`src/rtl/mips_pkg.sv`:
```
// Shared types and constants for the MIPS pipeline control blocks.
package mips_pkg;

    typedef enum logic [1:0] {
        RUN     = 2'd0,
        MEMWAIT = 2'd1,
        ERROR   = 2'd2
    } hazard_state_t;

    localparam logic [4:0] REG_ZERO = 5'd0;

endpackage

```
`src/rtl/mips_hazard_ctrl_if.sv`:
```
// Hazard-controller bundle: pipeline status in, stall/flush/enable controls out.
interface mips_hazard_ctrl_if #(parameter int CNT_W = 16);
    logic             IDEXMemRead;
    logic [4:0]       IDEXRt;
    logic [4:0]       IFIDRs;
    logic [4:0]       IFIDRt;
    logic             IFIDUsesRt;
    logic             BranchTakenEX;
    logic             MemReqMEM;
    logic             DMemReady;
    logic             StatClr;
    logic             Stall;
    logic             PCWrite;
    logic             IFIDWrite;
    logic             IFIDFlush;
    logic             PipeFreeze;
    logic             MemTimeout;
    logic [CNT_W-1:0] StallCount;

    modport master (
        output IDEXMemRead, IDEXRt, IFIDRs, IFIDRt, IFIDUsesRt,
               BranchTakenEX, MemReqMEM, DMemReady, StatClr,
        input  Stall, PCWrite, IFIDWrite, IFIDFlush, PipeFreeze,
               MemTimeout, StallCount
    );

    modport slave (
        input  IDEXMemRead, IDEXRt, IFIDRs, IFIDRt, IFIDUsesRt,
               BranchTakenEX, MemReqMEM, DMemReady, StatClr,
        output Stall, PCWrite, IFIDWrite, IFIDFlush, PipeFreeze,
               MemTimeout, StallCount
    );
endinterface

```
`src/rtl/mips_load_use_detect.sv`:
```
// Combinational load-use comparator between the load in EX and the operands in ID.
module mips_load_use_detect
    import mips_pkg::*;
(
    input  logic       IDEXMemRead,
    input  logic [4:0] IDEXRt,
    input  logic [4:0] IFIDRs,
    input  logic [4:0] IFIDRt,
    input  logic       IFIDUsesRt,
    output logic       lu
);

    // $zero never carries a real dependency, so a load into it never stalls.
    assign lu = IDEXMemRead && (IDEXRt != REG_ZERO) &&
                ((IDEXRt == IFIDRs) || (IFIDUsesRt && (IDEXRt == IFIDRt)));

endmodule

```
`src/rtl/mips_hazard_ctrl.sv`:
```
// Pipeline hazard controller: load-use stalls, branch flushes, data-memory wait freeze
// with timeout, and a saturating stall-cycle counter.
//
// state   | meaning
// RUN     | normal issue; load-use / branch handled combinationally
// MEMWAIT | data memory busy; whole pipeline frozen, wait counter running
// ERROR   | wait exceeded MAX_WAIT; frozen with MemTimeout until reset
module mips_hazard_ctrl
    import mips_pkg::*;
#(
    parameter int MAX_WAIT = 16,
    parameter int CNT_W    = 16
) (
    input  logic             clk,
    input  logic             rst,
    mips_hazard_ctrl_if.slave hz
);

    localparam int WAIT_W = $clog2(MAX_WAIT + 1);
    localparam logic [WAIT_W-1:0] WAIT_LIMIT = WAIT_W'(MAX_WAIT);

    hazard_state_t     state, nextState;
    logic [WAIT_W-1:0] waitCnt, waitCntNext;
    logic [CNT_W-1:0]  statCnt;
    logic              lu;
    logic              applyRun;
    logic              stall, pcWrite, ifidWrite, ifidFlush, pipeFreeze;

    mips_load_use_detect uLuDetect (
        .IDEXMemRead (hz.IDEXMemRead),
        .IDEXRt      (hz.IDEXRt),
        .IFIDRs      (hz.IFIDRs),
        .IFIDRt      (hz.IFIDRt),
        .IFIDUsesRt  (hz.IFIDUsesRt),
        .lu          (lu)
    );

    always_ff @(posedge clk or posedge rst) begin
        if (rst) begin
            state   <= RUN;
            waitCnt <= '0;
        end else begin
            state   <= nextState;
            waitCnt <= waitCntNext;
        end
    end

    always_comb begin
        nextState   = state;
        waitCntNext = waitCnt;
        applyRun    = 1'b0;
        stall       = 1'b0;
        pcWrite     = 1'b1;
        ifidWrite   = 1'b1;
        ifidFlush   = 1'b0;
        pipeFreeze  = 1'b0;

        unique case (state)
            RUN: begin
                if (hz.MemReqMEM && !hz.DMemReady) begin
                    pipeFreeze  = 1'b1;
                    pcWrite     = 1'b0;
                    ifidWrite   = 1'b0;
                    nextState   = MEMWAIT;
                    waitCntNext = WAIT_W'(1);
                end else begin
                    applyRun = 1'b1;
                end
            end
            MEMWAIT: begin
                if (!hz.DMemReady) begin
                    pipeFreeze = 1'b1;
                    pcWrite    = 1'b0;
                    ifidWrite  = 1'b0;
                    // Counter stops at the limit; the ERROR state takes over from there.
                    if (waitCnt == WAIT_LIMIT) begin
                        nextState = ERROR;
                    end else begin
                        waitCntNext = waitCnt + 1'b1;
                    end
                end else begin
                    applyRun    = 1'b1;
                    nextState   = RUN;
                    waitCntNext = '0;
                end
            end
            ERROR: begin
                pipeFreeze = 1'b1;
                pcWrite    = 1'b0;
                ifidWrite  = 1'b0;
            end
            default: begin
                nextState   = RUN;
                waitCntNext = '0;
            end
        endcase

        // Release cycle of a wait uses the same rules as RUN, so a held branch fires here.
        if (applyRun) begin
            if (hz.BranchTakenEX) begin
                ifidFlush = 1'b1;
                stall     = 1'b1;
                pcWrite   = 1'b1;
            end else if (lu) begin
                stall     = 1'b1;
                pcWrite   = 1'b0;
                ifidWrite = 1'b0;
            end
        end

        if (rst) begin
            stall      = 1'b1;
            pcWrite    = 1'b0;
            ifidWrite  = 1'b0;
            ifidFlush  = 1'b0;
            pipeFreeze = 1'b0;
        end
    end

    always_ff @(posedge clk or posedge rst) begin
        if (rst) begin
            statCnt <= '0;
        end else if (hz.StatClr) begin
            statCnt <= '0;
        end else if ((stall || pipeFreeze || ifidFlush) && (statCnt != '1)) begin
            statCnt <= statCnt + 1'b1;
        end
    end

    assign hz.Stall      = stall;
    assign hz.PCWrite    = pcWrite;
    assign hz.IFIDWrite  = ifidWrite;
    assign hz.IFIDFlush  = ifidFlush;
    assign hz.PipeFreeze = pipeFreeze;
    assign hz.MemTimeout = (state == ERROR);
    assign hz.StallCount = statCnt;

endmodule

```
`src/flat_wrapper.sv`:
```
// flat-port wrapper written by rule: the top's interface ports become plain ports
module mips_hazard_ctrl_flat import mips_pkg::*;
#(
    parameter int MAX_WAIT = 16,
    parameter int CNT_W    = 16
)
  (clk, rst, hz_IDEXMemRead, hz_IDEXRt, hz_IFIDRs, hz_IFIDRt, hz_IFIDUsesRt, hz_BranchTakenEX, hz_MemReqMEM, hz_DMemReady, hz_StatClr, hz_Stall, hz_PCWrite, hz_IFIDWrite, hz_IFIDFlush, hz_PipeFreeze, hz_MemTimeout, hz_StallCount);
  mips_hazard_ctrl_if #(.CNT_W(CNT_W)) hz_i ();
  input  logic clk;
  input  logic rst;
  input wire logic [$bits(hz_i.IDEXMemRead)-1:0] hz_IDEXMemRead;
  input wire logic [$bits(hz_i.IDEXRt)-1:0] hz_IDEXRt;
  input wire logic [$bits(hz_i.IFIDRs)-1:0] hz_IFIDRs;
  input wire logic [$bits(hz_i.IFIDRt)-1:0] hz_IFIDRt;
  input wire logic [$bits(hz_i.IFIDUsesRt)-1:0] hz_IFIDUsesRt;
  input wire logic [$bits(hz_i.BranchTakenEX)-1:0] hz_BranchTakenEX;
  input wire logic [$bits(hz_i.MemReqMEM)-1:0] hz_MemReqMEM;
  input wire logic [$bits(hz_i.DMemReady)-1:0] hz_DMemReady;
  input wire logic [$bits(hz_i.StatClr)-1:0] hz_StatClr;
  output wire logic [$bits(hz_i.Stall)-1:0] hz_Stall;
  output wire logic [$bits(hz_i.PCWrite)-1:0] hz_PCWrite;
  output wire logic [$bits(hz_i.IFIDWrite)-1:0] hz_IFIDWrite;
  output wire logic [$bits(hz_i.IFIDFlush)-1:0] hz_IFIDFlush;
  output wire logic [$bits(hz_i.PipeFreeze)-1:0] hz_PipeFreeze;
  output wire logic [$bits(hz_i.MemTimeout)-1:0] hz_MemTimeout;
  output wire logic [$bits(hz_i.StallCount)-1:0] hz_StallCount;
  assign hz_i.IDEXMemRead = hz_IDEXMemRead;
  assign hz_i.IDEXRt = hz_IDEXRt;
  assign hz_i.IFIDRs = hz_IFIDRs;
  assign hz_i.IFIDRt = hz_IFIDRt;
  assign hz_i.IFIDUsesRt = hz_IFIDUsesRt;
  assign hz_i.BranchTakenEX = hz_BranchTakenEX;
  assign hz_i.MemReqMEM = hz_MemReqMEM;
  assign hz_i.DMemReady = hz_DMemReady;
  assign hz_i.StatClr = hz_StatClr;
  assign hz_Stall = hz_i.Stall;
  assign hz_PCWrite = hz_i.PCWrite;
  assign hz_IFIDWrite = hz_i.IFIDWrite;
  assign hz_IFIDFlush = hz_i.IFIDFlush;
  assign hz_PipeFreeze = hz_i.PipeFreeze;
  assign hz_MemTimeout = hz_i.MemTimeout;
  assign hz_StallCount = hz_i.StallCount;
  mips_hazard_ctrl #(.MAX_WAIT(MAX_WAIT), .CNT_W(CNT_W)) u_core (.clk(clk), .rst(rst), .hz(hz_i));
endmodule
```
`config.mk`:
```
export PLATFORM = sky130hd
export DESIGN_NAME = mips_hazard_ctrl_flat
export DESIGN_NICKNAME = d
export VERILOG_FILES = /design/src/rtl/mips_pkg.sv /design/src/rtl/mips_hazard_ctrl_if.sv /design/src/rtl/mips_load_use_detect.sv /design/src/rtl/mips_hazard_ctrl.sv /design/src/flat_wrapper.sv
export SDC_FILE = /design/constraint.sdc
export NUM_CORES = 1
export LEC_CHECK = 0
export ABC_AREA = 1
export CORE_AREA = 5 5 64 66
export CTS_CLUSTER_DIAMETER = 100
export DETAILED_ROUTE_END_ITERATION = 16
export DIE_AREA = 0 0 69 71
export PLACE_DENSITY = 0.86
export SYNTH_ARGS = -nofsm -noshare
export SYNTH_HDL_FRONTEND = slang
export SYNTH_SLANG_ARGS = --single-unit
```
`constraint.sdc`:
```
create_clock -name clk -period 4.27 [get_ports clk]
set_input_delay 0.427 -clock clk [delete_from_list [all_inputs] [get_ports clk]]
set_output_delay 0.427 -clock clk [all_outputs]
set_load 0.05 [all_outputs]
```
==> results.py, run 1 <==
metrics = {
    "critical_path": {
        "cp_cell_sequence": "clkdlybuf4s50_1 -> inv_1 -> nand2_1 -> nand2_1 -> o21ai_2 -> nand2_1 -> nor2_1 -> nand2_1 -> o21ai_1 -> inv_1 -> clkdlybuf4s50_1",
        "cp_top_family": "buffers and inverters",
        "worstPathRequired_ps": 3840,
        "crit_path_start_kind": "input pin",
        "crit_buf_inv": 4,
        "crit_path_end_kind": "primary output",
        "path_class": "input pin to primary output",
        "rr_startpoint": "u_core.hz.StallCount[0]$_DFFE_PP0P_",
        "crit_start": "hz_DMemReady",
        "rrSetupSlack_ps": 2180,
        "r2r-end": "u_core.hz.StallCount[12]$_DFFE_PP0P_",
        "crit_top_cell": "nand2_1",
        "critPathMaxStageDelay_ps": 700,
        "slowest_stage": "clkdlybuf4s50_1",
        "critPathMaxFanout": 4,
        "worstRegToRegCells": 9,
        "cp.arrival_ps": 2520,
    },
    "route": {
        "via_per_inst": 5.15,
        "drt-total-wl_mm": 4.34,
        "first_iter_violations": 85,
        "antenna_violating_nets_post_route": 0,
        "vias": 1819,
        "drc": 0,
        "dr.pass1.iters": 4,
        "routedWlPerCell_um": 12.3,
    },
    "synthesis": {
        "syn_area_um2": 1780,
        "synth_fp_nets": 288,
        "syn_area_per_cell_um2": 6.78,
        "synth_cells": 262,
        "synth_cell_types": 31,
        "ys_seq_area_share_pct": 32.4,
        "ys_seq_elements": 23,
        "yosys_warnings": 0,
    },
    "pwr": {
        "power_density_nw_per_um2": 332,
        "ir_drop_uv": 235,
        "p_leak_nw": 1.18,
        "finalPower_mw": 0.756,
    },
    "clocking": {
        "h-tree-depth": 1,
        "cts_num_sinks": 23,
        "postCtsSetupRepairBufs": 0,
        "ctsHoldBuffers": 0,
        "path_clk_slew_ps": 120,
        "numCtsBuffers": 3,
        "clk_path_buf_depth": 2,
        "cts_tree": "done",
        "cts_resized": 0,
        "insertion_delay_ps": 310,
        "cts_root_buffer": "clkbuf_4",
    },
    "sta": {
        "hold_viol": 0,
        "slew_headroom_pct": 41.5,
        "setup_viol_count_final": 0,
        "clock_skew_ps": 0.868,
        "fin_setup_tns_ps": 0,
        "timing.fmax_mhz": 340,
        "min_period_ps": 2940,
        "fin_crit_sh_pct": 68.9,
        "worst_pin_slew_ps": 877,
        "rsz0062_at_grt": "false",
        "slew_violations": 0,
    },
    "min_path": {
        "whs_path_depth": 1,
        "hold_end": "u_core.state[0]$_DFFE_PP0P_",
        "hp-class": "register to register",
        "hold_start": "u_core.state[1]$_DFFE_PP0P_",
    },
    "outcome": {
        "status": "finished clean",
    },
    "floorplanning": {
        "die_area_um2": 4900,
        "die_h_um": 71,
        "num_io_pins": 45,
        "start_util_pct": 50.4,
        "fp.dieW_um": 69,
        "rows": 22,
        "core_area_um2": 3520,
    },
    "global_route": {
        "track_usage_pct": 18.2,
        "grt_overflow": 0,
        "grt_max_degree": 32,
        "antenna_found_initial": 0,
        "grt_pass1_wl_mm": 7.49,
        "grt_pass1_vias": 1683,
    },
    "place": {
        "hpwl_mm": 3.28,
        "place.gp.congestion": 0.883,
        "portBuffers": 44,
        "dp.cells": 349,
    },
    "final_layout": {
        "final_common_cell": "nand2_1",
        "layout_common_cells": "nand2_1, clkdlybuf4s50_1, inv_1, nand3_1, dfrtp_1",
        "drive_above_1_share_pct": 6.89,
        "finish.net_count": 332,
        "areaGrowthSynthToFinish_pct": 28.2,
        "fin_util_pct": 64.6,
        "num_antenna_cells": 0,
        "fin_cells": 353,
    },
    "job": {
        "drv_cap": 0,
    },
}
[cells by family after synthesis]
logic type	after synthesis	synth area share (%)
mux	1	0.634
fa+ha+maj	3	2.11
flops	23	32.4
simple gates	153	41.2
compound gates	18	6.13
xor+xnor	12	5.92
buf+inv	52	11.6
[cell type report]
class                   count  area, um2
fillers                   347       1250
repair buffers             45        448
well taps                  48       60.1
flip-flops and latches     23        576
multi-input cells         187        993
inverters                  46        173
clock buffers               4       26.3
[synth_stat cells (all sizes together)]
cell type  number  share of area (%)
nor2           21                4.9
o21ai           8                2.5
nand4          17                6.0
dfrtp          23                 32
inv            46                9.7
xnor2           3                1.5
clkbuf          1               0.21
buf             5                1.7
a21oi           5                1.6
ha              3                2.1
a31o            1               0.49
nor3           11                4.0
nand2          71                 15
o31ai           1               0.42
nand3          33                 11
mux2            1               0.63
a21o            1               0.42
o22ai           2               0.70
xor2            9                4.4
[stage by stage]
stage	setup WS (ps)	hold WS, ps	cell area, um2
final	1330	503	2280
after global routing	1200	526	2280
after CTS	1320	499	2280
after detailed placement	1330	485	2250
after global placement	1440	474	2250
after floorplan	2150	438	1780
[where the power goes]
part           leakage [nW]  internal (mW)  switching (mW)
combinational         0.846          0.126           0.254
clock                0.0150         0.0365          0.0637
sequential            0.315          0.246          0.0299
[sequential cells by signal, summed over array words and instances, names as in the netlist]
| register | flops |
|---|---|
| u_core.hz.StallCount | 16 |
| u_core.waitCnt | 5 |
| u_core.state | 2 |
[metal layers]
metal  GRT usage [%]  share of wire [%]  vias up
met1            23.7                 48      839
met2            30.8                 48       38
li1                -                  -      938
met3            3.13                3.4        4
met5               0                  0        -
met4            5.64                1.2        0
[worst reg2reg max path: stages (launching register included)]
cell,delay [ps]
dfrtp_1,500
ha_1,250
nand3_2,160
nor3_4,210
nand3_2,160
nor2_4,130
nand3_4,190
nand2_4,250
nand3_1,90
nand2_1,110
[worst max-delay path by stage]
stage | endpoint | slack [ps] | cells past startpoint
after floorplan | u_core.hz.StallCount[4]$_DFFE_PP0P_ | 2150 | 9
after global placement | hz_PCWrite | 1440 | 11
after detailed placement | hz_PCWrite | 1330 | 11
after CTS | hz_PCWrite | 1320 | 11
after global routing | hz_PCWrite | 1200 | 11
final | hz_PCWrite | 1330 | 11
(Power assumes the default switching activity.)
==> inputs of run 2 (changes only) <==
--- a/config.mk
+++ b/config.mk
@@ -6,11 +6,11 @@
 export NUM_CORES = 1
 export LEC_CHECK = 0
 export ABC_AREA = 1
-export CORE_AREA = 5 5 64 66
+export CORE_AREA = 5 5 70 72
 export CTS_CLUSTER_DIAMETER = 100
 export DETAILED_ROUTE_END_ITERATION = 16
-export DIE_AREA = 0 0 69 71
-export PLACE_DENSITY = 0.86
+export DIE_AREA = 0 0 75 77
+export PLACE_DENSITY = 0.76
 export SYNTH_ARGS = -nofsm -noshare
 export SYNTH_HDL_FRONTEND = slang
 export SYNTH_SLANG_ARGS = --single-unit
==> constraint.sdc (replaced) <==
create_clock -name clk -period 2.55 [get_ports clk]
set_input_delay 0.255 -clock clk [delete_from_list [all_inputs] [get_ports clk]]
set_output_delay 0.255 -clock clk [all_outputs]
set_load 0.05 [all_outputs]
==> results.py, run 2 (synthesis gave the netlist of run 1 again) <==
metrics = {
    "place": {
        "place.gp.congestion": 0.870,
        "portBuffers": 44,
        "hpwl_mm": 3.26,
    },
    "final_layout": {
        "num_antenna_cells": 0,
        "drive_above_1_share_pct": 8.82,
        "largest_reg_flops": 16,
        "final_common_cell": "nand2_1",
        "finish.net_count": 333,
        "layout_common_cells": "nand2_1, inv_1, clkdlybuf4s50_1, nand3_1, dfrtp_1",
        "areaGrowthSynthToFinish_pct": 30.0,
    },
    "sta": {
        "slew_headroom_pct": 41.7,
        "worst_pin_slew_ps": 874,
        "fin_setup_tns_ps": 0,
        "min_period_ps": 2030,
        "setup_viol_count_final": 0,
        "rsz0062_at_grt": "false",
        "slew_violations": 0,
        "fin_crit_sh_pct": 79.8,
        "whs_ps": 442,
        "hold_viol": 0,
        "timing.fmax_mhz": 491,
        "clock_skew_ps": 1.80,
    },
    "floorplanning": {
        "rows": 24,
        "die_area_um2": 5780,
        "start_util_pct": 41.9,
        "fp.dieW_um": 75,
        "num_io_pins": 45,
        "die_h_um": 77,
        "core_area_um2": 4230,
    },
    "pwr": {
        "swShare_pct": 44.3,
        "p_leak_nw": 1.20,
        "p_switching_mw": 0.590,
        "seqPwrFrac_pct": 34.5,
        "pwr-share-clk_pct": 17.3,
        "ir_drop_uv": 258,
        "power_density_nw_per_um2": 577,
        "intPower_mw": 0.742,
        "p_comb_share_pct": 48.2,
    },
    "global_route": {
        "track_usage_pct": 15.1,
        "antenna_found_initial": 0,
        "grt_overflow": 0,
        "grt_max_degree": 32,
        "grt_pass1_wl_mm": 7.02,
        "grt_pass1_vias": 1616,
    },
    "critical_path": {
        "slowest_stage": "dfrtp_1",
        "path_class": "register to primary output",
        "cp.arrival_ps": 1780,
        "critPathMaxFanout": 7,
        "rr_startpoint": "u_core.hz.StallCount[0]$_DFFE_PP0P_",
        "r2r-end": "u_core.hz.StallCount[12]$_DFFE_PP0P_",
        "worstPathRequired_ps": 2300,
        "crit_start": "u_core.state[0]$_DFFE_PP0P_",
        "crit_path_start_kind": "register",
        "cp_cell_sequence": "nor2_1 -> nand2_1 -> o21ai_2 -> nand2_1 -> nor2_1 -> nand2_1 -> o21ai_1 -> inv_1 -> buf_4",
        "rrSetupSlack_ps": 520,
        "cp_top_family": "simple AND/OR/NAND/NOR gates",
        "crit_path_end_kind": "primary output",
        "worstRegToRegCells": 9,
        "crit_top_cell": "nand2_1",
        "crit_buf_inv": 2,
        "critPathMaxStageDelay_ps": 450,
    },
    "route": {
        "vias": 1789,
        "dr.pass1.iters": 4,
        "drt-total-wl_mm": 4.22,
        "antenna_violating_nets_post_route": 0,
        "drc": 0,
        "routedWlPerCell_um": 11.8,
        "first_iter_violations": 75,
        "via_per_inst": 5.00,
    },
    "clocking": {
        "cts_num_sinks": 23,
        "path_clk_slew_ps": 80,
        "cts_tree": "done",
        "cts_root_buffer": "clkbuf_8",
        "numCtsBuffers": 3,
        "clk_path_buf_depth": 2,
        "h-tree-depth": 1,
        "postCtsSetupRepairBufs": 0,
        "insertion_delay_ps": 270,
        "ctsHoldBuffers": 0,
        "cts_resized": 0,
    },
    "min_path": {
        "hp-class": "input pin to asynchronous set/reset pin",
    },
    "job": {
        "drv_cap": 0,
    },
    "outcome": {
        "status": "finished clean",
    },
}
## run 2: changes by cell type in the layout (fill, tap and decap cells not counted), sizes merged
| cell | previous run | this run |
|---|---|---|
| buf | 1 | 7 |
| clkdlybuf4s50 | 44 | 39 |
## run 2: stage by stage
stage	cells	area [um2]	setup slack, ps	power (mW)	utilization, %
finish	358	2310	515	1.33	54.5
global placement	354	2260	554	1.10	53.4
floorplan	262	1780	432	0.914	-
CTS	358	2310	512	1.34	54.5
detailed placement	354	2260	520	1.11	53.4
global route	358	2310	358	1.43	54.5
## run 2: power by group through the flow
stage	registers, mW	logic [mW]	clock network [mW]
2_1_floorplan	0.503	0.411	0
3_3_place_gp	0.465	0.633	0
3_5_place_dp	0.466	0.643	0
4_1_cts	0.458	0.646	0.237
5_1_grt	0.468	0.705	0.255
6_report	0.460	0.641	0.230
## run 2: layer usage
layer,up-vias,track usage (%),part of all wire [%]
li1,933,-,-
met4,0,5.87,2.1
met3,9,2.48,5.8
met1,801,19.9,47
met2,46,24.1,45
met5,-,0,0
## run 2: worst register-to-register path: cells and delay by family, from the launching register on
family,cells,cell delay (ps)
fa+ha+maj,1,240
flops,1,450
simple gates,8,1300
## run 2: cell type report
| cell class | instances | area, um2 |
|---|---|---|
| fill | 394 | 1930 |
| multi-input combinational | 187 | 993 |
| sequential | 23 | 576 |
| timing repair buffer | 46 | 455 |
| inverter | 46 | 173 |
| tap | 52 | 65.1 |
| clock buffer | 4 | 45.0 |
## run 2: how the worst max path moves through the flow
| stage | cells after the start | to | slack [ps] |
|---|---|---|---|
| floorplan | 9 | u_core.hz.StallCount[4]$_DFFE_PP0P_ | 430 |
| global placement | 9 | u_core.hz.StallCount[6]$_DFFE_PP0P_ | 550 |
| detailed placement | 11 | hz_PCWrite | 520 |
| CTS | 11 | hz_PCWrite | 510 |
| global route | 9 | hz_PCWrite | 360 |
| finish | 9 | hz_PCWrite | 520 |
==> inputs of run 3 (changes only) <==
==> constraint.sdc (replaced) <==
create_clock -name clk -period 1.8 [get_ports clk]
set_input_delay 0.18 -clock clk [delete_from_list [all_inputs] [get_ports clk]]
set_output_delay 0.18 -clock clk [all_outputs]
set_load 0.05 [all_outputs]
==> results.py, run 3 (synthesis gave the netlist of run 1 again) <==
metrics = {
    "sta": {
        "slew_violations": 0,
        "whs_ps": 307,
        "fin_crit_sh_pct": 99.3,
        "min_period_ps": 1790,
        "fin_setup_tns_ps": 0,
        "clock_skew_ps": 3.33,
        "timing.fmax_mhz": 560,
        "hold_viol": 0,
        "worst_pin_slew_ps": 497,
        "setup_slack_ps": 13.4,
        "setup_viol_count_final": 0,
        "slew_headroom_pct": 66.8,
        "rsz0062_at_grt": "true",
    },
    "critical_path": {
        "cp.arrival_ps": 1610,
        "path_class": "register to primary output",
        "cp_cell_sequence": "nor2_4 -> nand2_4 -> o21ai_2 -> nand2_1 -> nor2_1 -> nand2_1 -> o21ai_2 -> inv_1 -> buf_6",
        "critPathMaxStageDelay_ps": 460,
        "critPathMaxFanout": 3,
        "crit_buf_inv": 2,
        "worstPathRequired_ps": 1620,
        "worstRegToRegCells": 9,
        "crit_path_start_kind": "register",
        "slowest_stage": "dfrtp_2",
        "worst-path-stages": 9,
        "cp_top_family": "flip-flops",
        "crit_path_end_kind": "primary output",
    },
    "place": {
        "place.gp.congestion": 0.830,
        "hpwl_mm": 3.32,
        "place_ws_ps": -116,
        "portBuffers": 44,
    },
    "global_route": {
        "grt_max_degree": 32,
        "grt_pass1_vias": 1740,
        "grt_overflow": 0,
        "track_usage_pct": 16.4,
        "antenna_found_initial": 0,
        "grt_pass1_wl_mm": 7.81,
    },
    "final_layout": {
        "drive_above_1_share_pct": 23.6,
        "areaGrowthSynthToFinish_pct": 44.7,
        "fillers": 362,
        "largest_reg_flops": 16,
        "layout_common_cells": "nand2_1, inv_1, nand3_1, clkdlybuf4s50_1, buf_4",
        "register_area_um2": 589,
        "multiInputGateArea_um2": 1070,
        "final_common_cell": "nand2_1",
        "num_antenna_cells": 0,
        "fin_util_pct": 60.7,
        "finish.net_count": 353,
    },
    "pwr": {
        "pwr-share-clk_pct": 14.6,
        "p_comb_share_pct": 55.3,
        "swShare_pct": 42.9,
        "p_leak_nw": 1.33,
        "finalPower_mw": 2.22,
        "intPower_mw": 1.27,
        "power_density_nw_per_um2": 864,
        "ir_drop_uv": 632,
        "seqPwrFrac_pct": 30.0,
        "p_switching_mw": 0.952,
    },
    "min_path": {
        "hp-class": "input pin to register",
        "whs_path_depth": 4,
    },
    "clocking": {
        "h-tree-depth": 1,
        "cts_tree": "done",
        "numCtsBuffers": 3,
        "cts_root_buffer": "clkbuf_8",
        "path_clk_slew_ps": 80,
        "insertion_delay_ps": 260,
        "clk_path_buf_depth": 2,
        "ctsHoldBuffers": 0,
        "cts_num_sinks": 23,
    },
    "route": {
        "drc": 0,
        "via_per_inst": 4.98,
        "routedWlPerCell_um": 12.0,
        "drt-total-wl_mm": 4.53,
        "vias": 1881,
        "dr.pass1.iters": 4,
        "antenna_violating_nets_post_route": 0,
        "first_iter_violations": 82,
    },
    "floorplanning": {
        "num_io_pins": 45,
        "die_h_um": 77,
        "core_area_um2": 4230,
        "start_util_pct": 41.9,
        "fp.dieW_um": 75,
        "die_area_um2": 5780,
        "rows": 24,
    },
    "job": {
        "drv_cap": 0,
    },
    "outcome": {
        "status": "finished clean",
    },
}
run 3: cell count changes in the layout (fill, tap and decap cells not counted), sizes merged:
| cell | delta |
|---|---|
| dlymetal6s2s | +1 |
| buf | +29 |
| clkdlybuf4s50 | -10 |
run 3: routing by layer:
metal / routed length [um] / GRT usage (%)
met1: 2150 / 23.4
met2: 2170 / 25.9
met3: 168 / 2.48
met4: 43 / 3.74
met5: 0 / 0
run 3: tightest hold or removal path: cells and delay by family:
family	cells	cell delay, ps
compound gates	1	70
buf+inv	2	190
simple gates	1	100
run 3: path summary, 6_finish.rpt:
kind	start	to	slack (ps)
max reg2reg	u_core.state[1]$_DFFE_PP0P_	u_core.waitCnt[4]$_DFFE_PP0P_	80
min	hz_DMemReady	u_core.state[0]$_DFFE_PP0P_	310
max	u_core.state[0]$_DFFE_PP0P_	hz_PCWrite	10
max in group asynchronous	rst	u_core.hz.StallCount[0]$_DFFE_PP0P_	1140
min reg2reg	u_core.state[1]$_DFFE_PP0P_	u_core.state[0]$_DFFE_PP0P_	520
min in group asynchronous	rst	u_core.hz.StallCount[11]$_DFFE_PP0P_	410
run 3: what timing repair did:
| action | in CTS | in global routing |
|---|---|---|
| pin swaps | 6 | 5 |
| endpoints found under the hold margin | 0 | 0 |
| gates cloned | 0 | 0 |
| setup endpoints to repair | 3 | 20 |
| buffers inserted | 5 | 4 |
| gates resized for setup | 11 | 11 |
run 3: layout make-up:
class                   instances  area share, %
clock buffers                   4           1.75
inverters                      46           6.72
multi-input cells             187           41.5
flip-flops and latches         23           22.9
well taps                      52           2.53
repair buffers                 66           24.5
run 3: per-stage QoR:
stage          instances  area [um2]
6_report             378        2570
5_1_grt              378        2570
4_1_cts              374        2490
3_5_place_dp         365        2380
3_3_place_gp         365        2380
2_1_floorplan        262        1810
run 3: power groups by stage:
stage / sequential, mW / combinational [mW] / clock (mW)
floorplan: 0.725 / 0.590 / 0
global placement: 0.661 / 1.02 / 0
detailed placement: 0.662 / 1.04 / 0
CTS: 0.663 / 1.15 / 0.334
global route: 0.680 / 1.33 / 0.370
finish: 0.666 / 1.23 / 0.325
